==> src/rtl/rr_priority_arbiter.sv <==
// rr_priority_arbiter: round-robin arbiter sharing one downstream resource
// among N level-sensitive requesters. A rotating pointer masks off requests
// at or above the last accepted index so that lower requesters get a turn.
// Each grant is offered with a valid/ready handshake and then locked until
// the owner pulses rel.
// Optional feature macro: ARB_LOCK_TIMEOUT_EN (forced release after TIMEOUT
// BUSY cycles without rel, signalled by a one-cycle timeout_evt pulse).
module rr_priority_arbiter #(
    parameter int N       = 128,
    parameter int IW      = 7,
    parameter int CNT_W   = 16,
    parameter int TIMEOUT = 1024
) (
    input  logic             clk,
    input  logic             rst_n,
    input  logic [N-1:0]     req,
    input  logic             gnt_ready,
    input  logic             rel,
    output logic             gnt_valid,
    output logic [IW-1:0]    gnt_idx,
    output logic             gnt_busy,
    output logic [CNT_W-1:0] gnt_cnt,
    output logic             timeout_evt
);

    typedef enum logic [1:0] {
        ST_IDLE  = 2'd0,
        ST_OFFER = 2'd1,
        ST_BUSY  = 2'd2
    } state_t;

    state_t             state_q, state_d;
    logic [IW-1:0]      ptr_q, ptr_d;
    logic               gntValid_q, gntValid_d;
    logic [IW-1:0]      gntIdx_q, gntIdx_d;
    logic               gntBusy_q, gntBusy_d;
    logic [CNT_W-1:0]   gntCnt_q, gntCnt_d;

    logic [IW-1:0]      winMasked;
    logic [IW-1:0]      winAll;
    logic               anyMasked;
    logic [IW-1:0]      winner;

`ifdef ARB_LOCK_TIMEOUT_EN
    localparam int TO_W = (TIMEOUT > 1) ? $clog2(TIMEOUT) : 1;
    logic [TO_W-1:0]    busyCnt_q, busyCnt_d;
    logic               timeoutEvt_q, timeoutEvt_d;
`else
    // Without the forced-release feature TIMEOUT has no effect; degenerate
    // values are accepted and nothing is elaborated for them.
    if (TIMEOUT < 2) begin : gTimeoutDegenerate
    end
`endif

    // Priority encoder: highest request strictly below the pointer wins, else highest overall.
    always_comb begin
        winMasked = '0;
        winAll    = '0;
        anyMasked = 1'b0;
        for (int i = 0; i < N; i++) begin
            if (req[i]) begin
                winAll = IW'(i);
                if (i < int'(ptr_q)) begin
                    winMasked = IW'(i);
                    anyMasked = 1'b1;
                end
            end
        end
        winner = anyMasked ? winMasked : winAll;
    end

    // Next-state logic for the IDLE -> OFFER -> BUSY -> IDLE grant cycle.
    always_comb begin
        state_d    = state_q;
        ptr_d      = ptr_q;
        gntValid_d = gntValid_q;
        gntIdx_d   = gntIdx_q;
        gntBusy_d  = gntBusy_q;
        gntCnt_d   = gntCnt_q;
`ifdef ARB_LOCK_TIMEOUT_EN
        busyCnt_d    = busyCnt_q;
        timeoutEvt_d = 1'b0;
`endif
        unique case (state_q)
            ST_IDLE: begin
                if (req != '0) begin
                    gntIdx_d   = winner;
                    gntValid_d = 1'b1;
                    state_d    = ST_OFFER;
                end
            end
            ST_OFFER: begin
                if (gnt_ready) begin
                    ptr_d      = gntIdx_q;
                    gntCnt_d   = (gntCnt_q == '1) ? gntCnt_q : gntCnt_q + CNT_W'(1);
                    gntValid_d = 1'b0;
                    gntBusy_d  = 1'b1;
                    state_d    = ST_BUSY;
`ifdef ARB_LOCK_TIMEOUT_EN
                    busyCnt_d  = '0;
`endif
                end
            end
            ST_BUSY: begin
                if (rel) begin
                    gntBusy_d = 1'b0;
                    state_d   = ST_IDLE;
                end
`ifdef ARB_LOCK_TIMEOUT_EN
                else if (busyCnt_q == TO_W'(TIMEOUT - 1)) begin
                    timeoutEvt_d = 1'b1;
                    gntBusy_d    = 1'b0;
                    state_d      = ST_IDLE;
                end else begin
                    busyCnt_d = busyCnt_q + TO_W'(1);
                end
`endif
            end
            default: begin
                state_d    = ST_IDLE;
                gntValid_d = 1'b0;
                gntBusy_d  = 1'b0;
            end
        endcase
    end

    // State and output registers, cleared asynchronously by rst_n.
    always_ff @(posedge clk or negedge rst_n) begin
        if (!rst_n) begin
            state_q    <= ST_IDLE;
            ptr_q      <= '0;
            gntValid_q <= 1'b0;
            gntIdx_q   <= '0;
            gntBusy_q  <= 1'b0;
            gntCnt_q   <= '0;
        end else begin
            state_q    <= state_d;
            ptr_q      <= ptr_d;
            gntValid_q <= gntValid_d;
            gntIdx_q   <= gntIdx_d;
            gntBusy_q  <= gntBusy_d;
            gntCnt_q   <= gntCnt_d;
        end
    end

`ifdef ARB_LOCK_TIMEOUT_EN
    // BUSY-cycle counter and the registered forced-release pulse.
    always_ff @(posedge clk or negedge rst_n) begin
        if (!rst_n) begin
            busyCnt_q    <= '0;
            timeoutEvt_q <= 1'b0;
        end else begin
            busyCnt_q    <= busyCnt_d;
            timeoutEvt_q <= timeoutEvt_d;
        end
    end

    assign timeout_evt = timeoutEvt_q;
`else
    assign timeout_evt = 1'b0;
`endif

    assign gnt_valid = gntValid_q;
    assign gnt_idx   = gntIdx_q;
    assign gnt_busy  = gntBusy_q;
    assign gnt_cnt   = gntCnt_q;

endmodule

==> config.mk <==
export PLATFORM = sky130hd
export DESIGN_NAME = rr_priority_arbiter
export DESIGN_NICKNAME = d
export VERILOG_FILES = /design/src/rtl/rr_priority_arbiter.sv
export SDC_FILE = /design/constraint.sdc
export NUM_CORES = 1
export LEC_CHECK = 0
export CAP_MARGIN = 20
export CORE_ASPECT_RATIO = 1.2
export CORE_MARGIN = 4
export CORE_UTILIZATION = 48
export DETAILED_ROUTE_END_ITERATION = 16
export MAX_ROUTING_LAYER = met4
export PLACE_DENSITY = 0.8
export SLEW_MARGIN = 40
export SYNTH_ARGS = -nofsm -noshare
export SYNTH_HDL_FRONTEND = slang
export SYNTH_SLANG_ARGS = --single-unit
==> constraint.sdc <==
create_clock -name clk -period 2.9 [get_ports clk]
set_input_delay 0.87 -clock clk [delete_from_list [all_inputs] [get_ports clk]]
set_output_delay 0.87 -clock clk [all_outputs]
set_load 0.02 [all_outputs]
==> results.ini, run 1 <==
[clocking]
cts_root_buf=clkbuf_16
h-tree-depth=2
cts.path.max_buffers=2
cts_made_buffers=5
cts.sinks=34
hold_buffers=0

[status]
status=did not finish
error=[ERROR GRT-0232] Routing congestion too high. Check the congestion heatmap in the GUI.
stop_stage=global routing

[synthesis]
synth_common_cells=nor2_1 (115), o21ai_0 (113), a21oi_1 (95)
syn_inst=1059
ys_ff_latch=34
synth_edf_count=0
synth.distinct_cells=88
yosys-top-cells-area=dfrtp_1 (12%), o21ai_0 (8.2%), a21oi_1 (6.9%), nor2_1 (6.3%), nor4_1 (5.0%)
synth_most_common_cell=nor2_1
synth.top_cell.area_share=0.123
synth_nets=1192
yosys.area.top_type=dfrtp_1
ys_dominant_reg_cell=dfrtp_1
synthesis.area_um2=6900
postSynthAreaPerCell_um2=6.51
yosys_warnings=0
async_reset_ff_frac=1.00
ys_seq_area_frac=0.123

[placement]
place_congestion=1.19
dp_hpwl_um=30600
port_buffers=156

[die]
fp-row-count=47
die_h_um=139
io_pins=158
initial_core_util=0.495
die_x_um=117

[global_routing]
grt.total_usage=0.693
grt_max_degree=35
overflow=5

[layer usage]
| metal | global-route usage | GRT overflow |
|---|---|---|
| met5 | - | - |
| met3 | 0.538 | 0 |
| met1 | 0.657 | 0 |
| met2 | 0.870 | 3 |
| met4 | 0.658 | 2 |
[per-stage QoR]
stage | cell area (um2) | setup WS (ns) | std cells
after floorplan | 6960 | -0.224 | 1059
after global placement | 11700 | -0.901 | 1756
after detailed placement | 11700 | -1.05 | 1756
after CTS | 12500 | -0.382 | 1786
[cells by family after synthesis]
logic type,share of synthesized area
compound gates,0.439
simple gates,0.335
buf+inv,0.0680
flops,0.123
xor+xnor,0.0178
mux,0.0147
fa+ha+maj,0.00181
other cells,0.000544
[repair_timing]
item	in CTS
pin swaps	48
gates cloned	1
buffers inserted	22
resized for setup	167
setup endpoints to repair	9
==> run 2: changes to the inputs <==
--- a/config.mk
+++ b/config.mk
@@ -6,12 +6,10 @@
 export NUM_CORES = 1
 export LEC_CHECK = 0
 export CAP_MARGIN = 20
-export CORE_ASPECT_RATIO = 1.2
 export CORE_MARGIN = 4
-export CORE_UTILIZATION = 48
+export CORE_UTILIZATION = 40
 export DETAILED_ROUTE_END_ITERATION = 16
-export MAX_ROUTING_LAYER = met4
-export PLACE_DENSITY = 0.8
+export PLACE_DENSITY_LB_ADDON = 0.15
 export SLEW_MARGIN = 40
 export SYNTH_ARGS = -nofsm -noshare
 export SYNTH_HDL_FRONTEND = slang
==> constraint.sdc (replaced) <==
create_clock -name clk -period 3.8 [get_ports clk]
set_input_delay 1.14 -clock clk [delete_from_list [all_inputs] [get_ports clk]]
set_output_delay 1.14 -clock clk [all_outputs]
set_load 0.02 [all_outputs]
==> results.ini, run 2 <==
[finish]
multi_input_area_um2=5770
area_growth_pct=57.6
fin_util=0.649
final_layout_size_suffix_gt1_frac=0.232
final_nets=1560
fillers=1568
seqCellArea_um2=851
layout_common_cells=buf_4 (266), clkdlybuf4s50_1 (146), nor2_1 (113)
n_antenna_cell=0
largest_reg_flops=16
mostFrequentLayoutCell=buf_4

[sta]
maxSlewViolCount=0
fin_skew_ns=0.00620
period_share=0.985
fin_crit_ns=3.74
tightestPinTransition_ns=0.765
max_slew_margin=0.488
finalHoldViolCount=0
final-setup-viol-count=0
max_freq_mhz=267

[clocking]
cts.path.max_buffers=2
cts_tree=built
h-tree-depth=2
cts_made_buffers=5
cts_root_buf=clkbuf_16
clkTransAtPathRegs_ns=0.05
clk_latency_ns=0.28
cts.sinks=34

[global_routing]
grt_max_degree=38
antenna_found_initial=0
grt_pass1_vias=9780
grt_pass1_wl_um=53800
overflow=0
grt.total_usage=0.336

[synthesis]
ys_seq_area_frac=0.123
synth_edf_count=0
postSynthAreaPerCell_um2=6.51
yosys_warnings=0
synth_common_cells=nor2_1 (115), o21ai_0 (113), a21oi_1 (95)
syn_inst=1059
synth.top_cell.area_share=0.123
yosys.area.top_type=dfrtp_1
synth_nets=1192
ys_ff_latch=34
ys_dominant_reg_cell=dfrtp_1
synthesis.area_um2=6900
async_reset_ff_frac=1.00
synth_most_common_cell=nor2_1
synth.distinct_cells=88
yosys-top-cells-area=dfrtp_1 (12%), o21ai_0 (8.2%), a21oi_1 (6.9%), nor2_1 (6.3%), nor4_1 (5.0%)

[placement]
port_buffers=156
place_congestion=1.04
dp_hpwl_um=28600

[die]
die_x_um=139
die_area_um2=19400
die_h_um=139
io_pins=158
coreArea_um2=16800
initial_core_util=0.412
fp-row-count=47

[pwr]
vdd_drop_max_uv=515
power_density_nw_per_um2=360
p_leak_uw=0.00428
power_uw=3910

[worst_setup_path]
crit_fanout=3
cp.buffers_inverters=3
cp_cell_sequence=clkdlybuf4s50_1, nand4_1, o21ai_0, a2111oi_2, buf_4, nand3_1, o311ai_0, nor4b_1, buf_4, a311oi_1, a311o_1
endpoint_kind=flip-flop
cp_slowest_cell=clkdlybuf4s50_1
reg2reg_setup_slack_ns=0.12
startpoint_type=input port
crit_path_frequent_cell=buf_4
arrival_ns=3.90
criticalPathCategory=in2reg
max_stage_delay_ns=0.52
path_delay_family=compound AO/OA/AOI/OAI gates
required_ns=3.95

[route]
num_vias=10700
viasPerCell=6.48
drt_iter0_markers=1165
final_antenna_net_count=0
first_pass_iters=6
wl_per_cell_um=21.2
drc=0
wl_um=35000

[min_path]
hp-class=reg2reg

[run]
max_cap_viol_count=0

[status]
status=complete, no violations

run 2: path summary, 6_finish.rpt:
check	start	endpoint	depth (start not counted)
worst min register to register	gnt_cnt[9]$_DFFE_PN0P_	gnt_cnt[9]$_DFFE_PN0P_	1
worst max-delay path	req[60]	gnt_idx[1]$_DFFE_PN0P_	11
worst max register to register	ptr_q[1]$_DFFE_PN0P_	gnt_idx[2]$_DFFE_PN0P_	10
worst min-delay path	gnt_cnt[9]$_DFFE_PN0P_	gnt_cnt[9]$_DFFE_PN0P_	1
min in group asynchronous	rst_n	gnt_cnt[7]$_DFFE_PN0P_	2
max in group asynchronous	rst_n	gnt_cnt[5]$_DFFE_PN0P_	2
run 2: timing repair:
action | CTS | global route
hold buffers | 0 | 0
setup buffers | 2 | 6
resized for setup | 5 | 37
setup endpoints to repair | 3 | 7
pin swaps | 3 | 17
run 2: cell type report:
class	count	share of cell area
clock buffers	7	0.0131
well taps	220	0.0253
multi-input cells	922	0.531
inverters	37	0.0128
flip-flops and latches	34	0.0783
repair buffers	427	0.339
clock inverters	1	0.000460
run 2: stage by stage:
| stage | std cells | setup TNS (ns) | setup slack (ns) | hold WS, ns | area, um2 |
|---|---|---|---|---|---|
| finish | 1648 | 0 | 0.0586 | 0.498 | 10900 |
| global route | 1648 | -0.0132 | -0.00717 | 0.517 | 10900 |
| CTS | 1642 | 0 | 0.00102 | 0.498 | 10600 |
| detailed placement | 1632 | -1.75 | -0.373 | 0.481 | 10400 |
| global placement | 1632 | -1.31 | -0.342 | 0.471 | 10400 |
| floorplan | 1059 | 0 | 0.248 | 0.462 | 6900 |
run 2: cells by family (layout without fill, tap and decap cells):
| kind of cell | count (synthesis) | in the layout | share of synthesized area |
|---|---|---|---|
| and+or+nand+nor | 436 | 436 | 0.335 |
| AOI/OAI and AO/OA | 461 | 461 | 0.439 |
| other | 1 | 1 | 0.000544 |
| xor gates and xnor gates | 14 | 14 | 0.0178 |
| buffers and inverters | 103 | 472 | 0.0680 |
| adders and majority gates | 1 | 1 | 0.00181 |
| muxes | 9 | 9 | 0.0147 |
| DFF | 34 | 34 | 0.123 |
run 2: layer usage:
metal,GRT usage,share of wire,up-vias
li1,-,-,4927
met5,0,0,-
met2,0.522,0.44,700
met1,0.477,0.42,4963
met4,0.0953,0.030,0
met3,0.0604,0.11,84
run 2: power by group:
group | switching, uW | internal (uW) | leakage, uW | total (uW)
clock | 138 | 259 | 0.0000739 | 397
sequential | 162 | 464 | 0.000409 | 626
combinational | 1700 | 1190 | 0.00380 | 2890
total | 2000 | 1910 | 0.00428 | 3910
run 2: worst reg2reg max path, delay by kind of cell, from the launching register on:
| family | cells | cell delay (ns) |
|---|---|---|
| AND/OR/NAND/NOR | 5 | 1.98 |
| AO/OA/AOI/OAI | 4 | 0.78 |
| flip-flops | 1 | 0.53 |
| buffers and inverters | 1 | 0.28 |
Note: power is estimated with default switching activity, not from simulation.
==> run 3: changes to the inputs <==
--- a/config.mk
+++ b/config.mk
@@ -10,7 +10,8 @@
 export CORE_UTILIZATION = 40
 export DETAILED_ROUTE_END_ITERATION = 16
 export PLACE_DENSITY_LB_ADDON = 0.15
-export SLEW_MARGIN = 40
+export SKIP_LAST_GASP = 1
+export SLEW_MARGIN = 20
 export SYNTH_ARGS = -nofsm -noshare
 export SYNTH_HDL_FRONTEND = slang
 export SYNTH_SLANG_ARGS = --single-unit
==> results.ini, run 3 (synthesized netlist as in run 2, its figures left out) <==
[die]
coreArea_um2=16800
initial_core_util=0.412
die_h_um=139
fp-row-count=47
die_x_um=139
io_pins=158
die_area_um2=19400

[placement]
port_buffers=156
dp_hpwl_um=28600
place_congestion=1.04

[pwr]
power_uw=3900
vdd_drop_max_uv=512
p_comb_frac=0.741
p_leak_uw=0.00419
p_seq_frac=0.161
pwr-share-clk=0.098
switching_share=0.512
p_sw_uw=1990
power_density_nw_per_um2=362
p_int_uw=1900

[global_routing]
grt_pass1_wl_um=53100
overflow=0
grt_max_degree=38
grt_pass1_vias=9737
grt.total_usage=0.334
antenna_found_initial=2

[worst_setup_path]
cp_cell_sequence=clkdlybuf4s50_1, nor3_2, a221oi_1, buf_4, a21oi_1, o32a_1, o211ai_1, a311oi_1, buf_4, o21ai_0, a31oi_1, o21ai_1
max_stage_delay_ns=0.56
worst_r2r_endpoint=gnt_idx[3]$_DFFE_PN0P_
crit_path_frequent_cell=buf_4
criticalPathCategory=in2reg
arrival_ns=3.98
r2r_cells=12
endpoint_kind=flip-flop
startpoint_type=input port
r2r_start=ptr_q[1]$_DFFE_PN0P_
reg2reg_setup_slack_ns=0.20
required_ns=3.99
cp_slowest_cell=clkdlybuf4s50_1
crit_fanout=4

[sta]
final-setup-viol-count=0
whs_ns=0.498
finalHoldViolCount=0
fin_crit_ns=3.79
maxSlewViolCount=0
period_share=0.997
rsz0062_at_grt=yes
tightestPinTransition_ns=0.864
fin_skew_ns=0.00567
max_slew_margin=0.417
max_freq_mhz=264

[route]
final_antenna_net_count=0
viasPerCell=6.45
first_pass_iters=9
num_vias=10600
drc=0
wl_um=35000
wl_per_cell_um=21.3
drt_iter0_markers=1064

[clocking]
cts_root_buf=clkbuf_16
cts_tree=built
hold_buffers=0
clk_latency_ns=0.27
clkTransAtPathRegs_ns=0.05
cts.sinks=34
h-tree-depth=2
cts_made_buffers=5
cts.path.max_buffers=2

[min_path]
holdPathStages=1
min_from=gnt_cnt[9]$_DFFE_PN0P_
hp-class=reg2reg
holdPathEnd=gnt_cnt[9]$_DFFE_PN0P_

[finish]
fin_util=0.643
mostFrequentLayoutCell=buf_4
final_layout_size_suffix_gt1_frac=0.228
n_antenna_cell=0
area_growth_pct=56.2
layout_common_cells=buf_4 (264), clkdlybuf4s50_1 (153), nor2_1 (114)
largest_reg_flops=16
final_nets=1558

[run]
max_cap_viol_count=0

[status]
status=complete, no violations

==> run 3: cell types whose count changed in the layout (fill, tap and decap cells not counted), sizes merged <==
cell	previous run	this run
buf	271	269
dlymetal6s2s	10	3
clkinv	1	0
clkdlybuf4s50	146	153
clkbuf	7	6
==> run 3: worst max-delay path by stage <==
stage,startpoint,endpoint,slack [ns],cells after the start
2_1_floorplan,req[76],gnt_idx[2]$_DFFE_PN0P_,0.25,9
3_3_place_gp,req[31],gnt_idx[1]$_DFFE_PN0P_,-0.34,12
3_5_place_dp,req[31],gnt_idx[1]$_DFFE_PN0P_,-0.36,12
4_1_cts,req[30],gnt_idx[1]$_DFFE_PN0P_,-0.008,9
5_1_grt,req[9],gnt_idx[0]$_DFFE_PN0P_,-0.02,12
6_report,req[9],gnt_idx[0]$_DFFE_PN0P_,0.01,12
==> run 3: area by class of cell <==
class / count / area (um2)
clock buffers: 6 / 139
fillers: 1581 / 5980
inverters: 37 / 139
multi-input cells: 922 / 5720
flip-flops and latches: 34 / 851
well taps: 220 / 275
repair buffers: 425 / 3650
==> run 3: timing repair <==
item | CTS | global route
gates resized for setup | 6 | 23
setup endpoints to repair | 4 | 7
setup buffers | 2 | 4
pin swaps | 2 | 14
==> run 3: critical path: cells and delay by family <==
kind,cells,cell delay (ns)
AO/OA/AOI/OAI,8,1.89
buffers and inverters,3,0.89
AND/OR/NAND/NOR,1,0.07
==> run 3: layer usage <==
layer / track usage / vias to the layer above / wire [um]
li1: - / 4909 / -
met1: 0.456 / 4884 / 14200
met2: 0.507 / 696 / 15200
met3: 0.0823 / 104 / 4180
met4: 0.127 / 4 / 1380
met5: 0 / - / 40
==> run 3: power by group through the flow <==
stage | sequential, uW | clock, uW | combinational (uW)
after CTS | 624 | 394 | 2780
after global routing | 639 | 412 | 3030
final | 627 | 384 | 2890
after detailed placement | 626 | 0 | 2750
after floorplan | 620 | 0 | 1320
after global placement | 623 | 0 | 2740
==> run 3: metrics by stage <==
stage / cell area (um2) / setup slack (ns) / setup TNS, ns / std cells
finish: 10800 / 0.0101 / 0 / 1644
global route: 10800 / -0.0221 / -0.0257 / 1644
global placement: 10400 / -0.342 / -1.31 / 1632
detailed placement: 10400 / -0.355 / -1.75 / 1632
CTS: 10600 / -0.00832 / -0.0155 / 1640
floorplan: 6900 / 0.248 / 0 / 1059
==> run 4: changes to the inputs <==
--- a/config.mk
+++ b/config.mk
@@ -7,7 +7,7 @@
 export LEC_CHECK = 0
 export CAP_MARGIN = 20
 export CORE_MARGIN = 4
-export CORE_UTILIZATION = 40
+export CORE_UTILIZATION = 41
 export DETAILED_ROUTE_END_ITERATION = 16
 export PLACE_DENSITY_LB_ADDON = 0.15
 export SKIP_LAST_GASP = 1
==> results.ini, run 4 (synthesized netlist as in run 2, its figures left out) <==
[status]
status=finished with violations
violations=setup timing

[sta]
final-setup-viol-count=1
period_share=1.00
max_slew_margin=0.476
fin_crit_ns=3.80
fin_skew_ns=0.00761
finalHoldViolCount=0
maxSlewViolCount=0
max_freq_mhz=263
tightestPinTransition_ns=0.783
layout_setup_ws_ns=-0.00377

[route]
first_pass_iters=5
drc=0
final_antenna_net_count=0
num_vias=10500
drt_iter0_markers=1265
viasPerCell=6.49
wl_um=34400
wl_per_cell_um=21.3

[die]
io_pins=158
die_x_um=138
coreArea_um2=16500
die_h_um=138
fp-row-count=47
die_area_um2=19000
initial_core_util=0.417

[global_routing]
antenna_found_initial=0
grt_pass1_wl_um=51500
grt_max_degree=39
overflow=0
grt.total_usage=0.342
grt_pass1_vias=9544

[finish]
final_layout_size_suffix_gt1_frac=0.213
layout_common_cells=buf_4 (235), clkdlybuf4s50_1 (148), nor2_1 (112)
largest_reg_flops=16
n_antenna_cell=0
mostFrequentLayoutCell=buf_4
final_nets=1528
area_growth_pct=53.5
stdcell_area_um2=10600
fin_util=0.641

[pwr]
p_leak_uw=0.00408
power_density_nw_per_um2=365
vdd_drop_max_uv=497
power_uw=3860

[placement]
port_buffers=156
placed_area_um2=10200
dp_hpwl_um=27700
place_congestion=0.998

[worst_setup_path]
startpoint_type=input port
endpoint_kind=flip-flop
arrival_ns=3.96
reg2reg_setup_slack_ns=0.18
criticalPathCategory=in2reg
required_ns=3.95
crit_fanout=6

[clocking]
cts_made_buffers=5
cts.sinks=34
clkTransAtPathRegs_ns=0.06
h-tree-depth=2
hold_buffers=0
cts.path.max_buffers=2
cts_root_buf=clkbuf_16
clk_latency_ns=0.27
cts_tree=built

[min_path]
hp-class=reg2reg

[run]
max_cap_viol_count=0

run 4: cell types whose count changed in the layout (fill, tap and decap cells not counted), sizes merged:
cell,change
buf,-30
clkdlybuf4s50,-5
dlygate4sd2,+3
dlymetal6s2s,+2
clkinvlp,+1
inv,+1
run 4: path summary, 6_finish.rpt:
check	startpoint	endpoint	cells past startpoint
setup / recovery	req[16]	gnt_idx[0]$_DFFE_PN0P_	11
hold / removal	gnt_cnt[9]$_DFFE_PN0P_	gnt_cnt[9]$_DFFE_PN0P_	1
setup reg to reg	ptr_q[6]$_DFFE_PN0P_	gnt_idx[3]$_DFFE_PN0P_	10
hold reg to reg	gnt_cnt[9]$_DFFE_PN0P_	gnt_cnt[9]$_DFFE_PN0P_	1
max in group asynchronous	rst_n	gnt_cnt[6]$_DFFE_PN0P_	2
min in group asynchronous	rst_n	gnt_cnt[9]$_DFFE_PN0P_	2
run 4: repair_timing:
action,in CTS,in global routing
pin swaps,5,9
setup endpoints to repair,5,6
setup buffers,0,3
gates cloned,0,0
resized for setup,8,30
run 4: where the power goes:
| group | leakage, uW | switching (uW) | total [uW] | internal, uW |
|---|---|---|---|---|
| Clock | 0.0000735 | 149 | 412 | 263 |
| Sequential | 0.000409 | 179 | 642 | 463 |
| Combinational | 0.00360 | 1680 | 2810 | 1130 |
| Total | 0.00408 | 2000 | 3860 | 1860 |
run 4: stage by stage:
step | setup slack (ns) | setup TNS [ns] | hold WS (ns) | std cells
4_1_cts | -0.0638 | -0.0638 | 0.492 | 1613
3_5_place_dp | -0.561 | -1.97 | 0.480 | 1605
6_report | -0.00377 | -0.00377 | 0.493 | 1616
3_3_place_gp | -0.636 | -1.57 | 0.481 | 1605
5_1_grt | -0.0440 | -0.0440 | 0.502 | 1616
2_1_floorplan | 0.248 | 0 | 0.462 | 1059
run 4: worst max-delay path, cell delays in order:
cell,delay (ns)
clkdlybuf4s50_1,0.61
inv_1,0.12
a21o_1,0.17
a2111oi_0,0.52
nand2_1,0.09
o21ai_0,0.45
a211oi_1,0.17
buf_4,0.19
o21ai_0,0.23
a311o_1,0.20
o21ai_1,0.06
run 4: layout make-up:
| cell class | instances | area (um2) |
|---|---|---|
| Multi-Input combinational cell | 922 | 5750 |
| Fill cell | 1572 | 5940 |
| Sequential cell | 34 | 851 |
| Inverter | 37 | 139 |
| Tap cell | 220 | 275 |
| Timing Repair Buffer | 395 | 3410 |
| Clock inverter | 2 | 16.3 |
| Clock buffer | 6 | 139 |
run 4: metal layers:
metal / global-route usage / routed length [um] / up-vias
met4: 0.0933 / 1140 / 0
met3: 0.0416 / 3610 / 89
met2: 0.541 / 15100 / 644
li1: - / - / 4872
met1: 0.490 / 14600 / 4880
met5: 0 / 0 / -
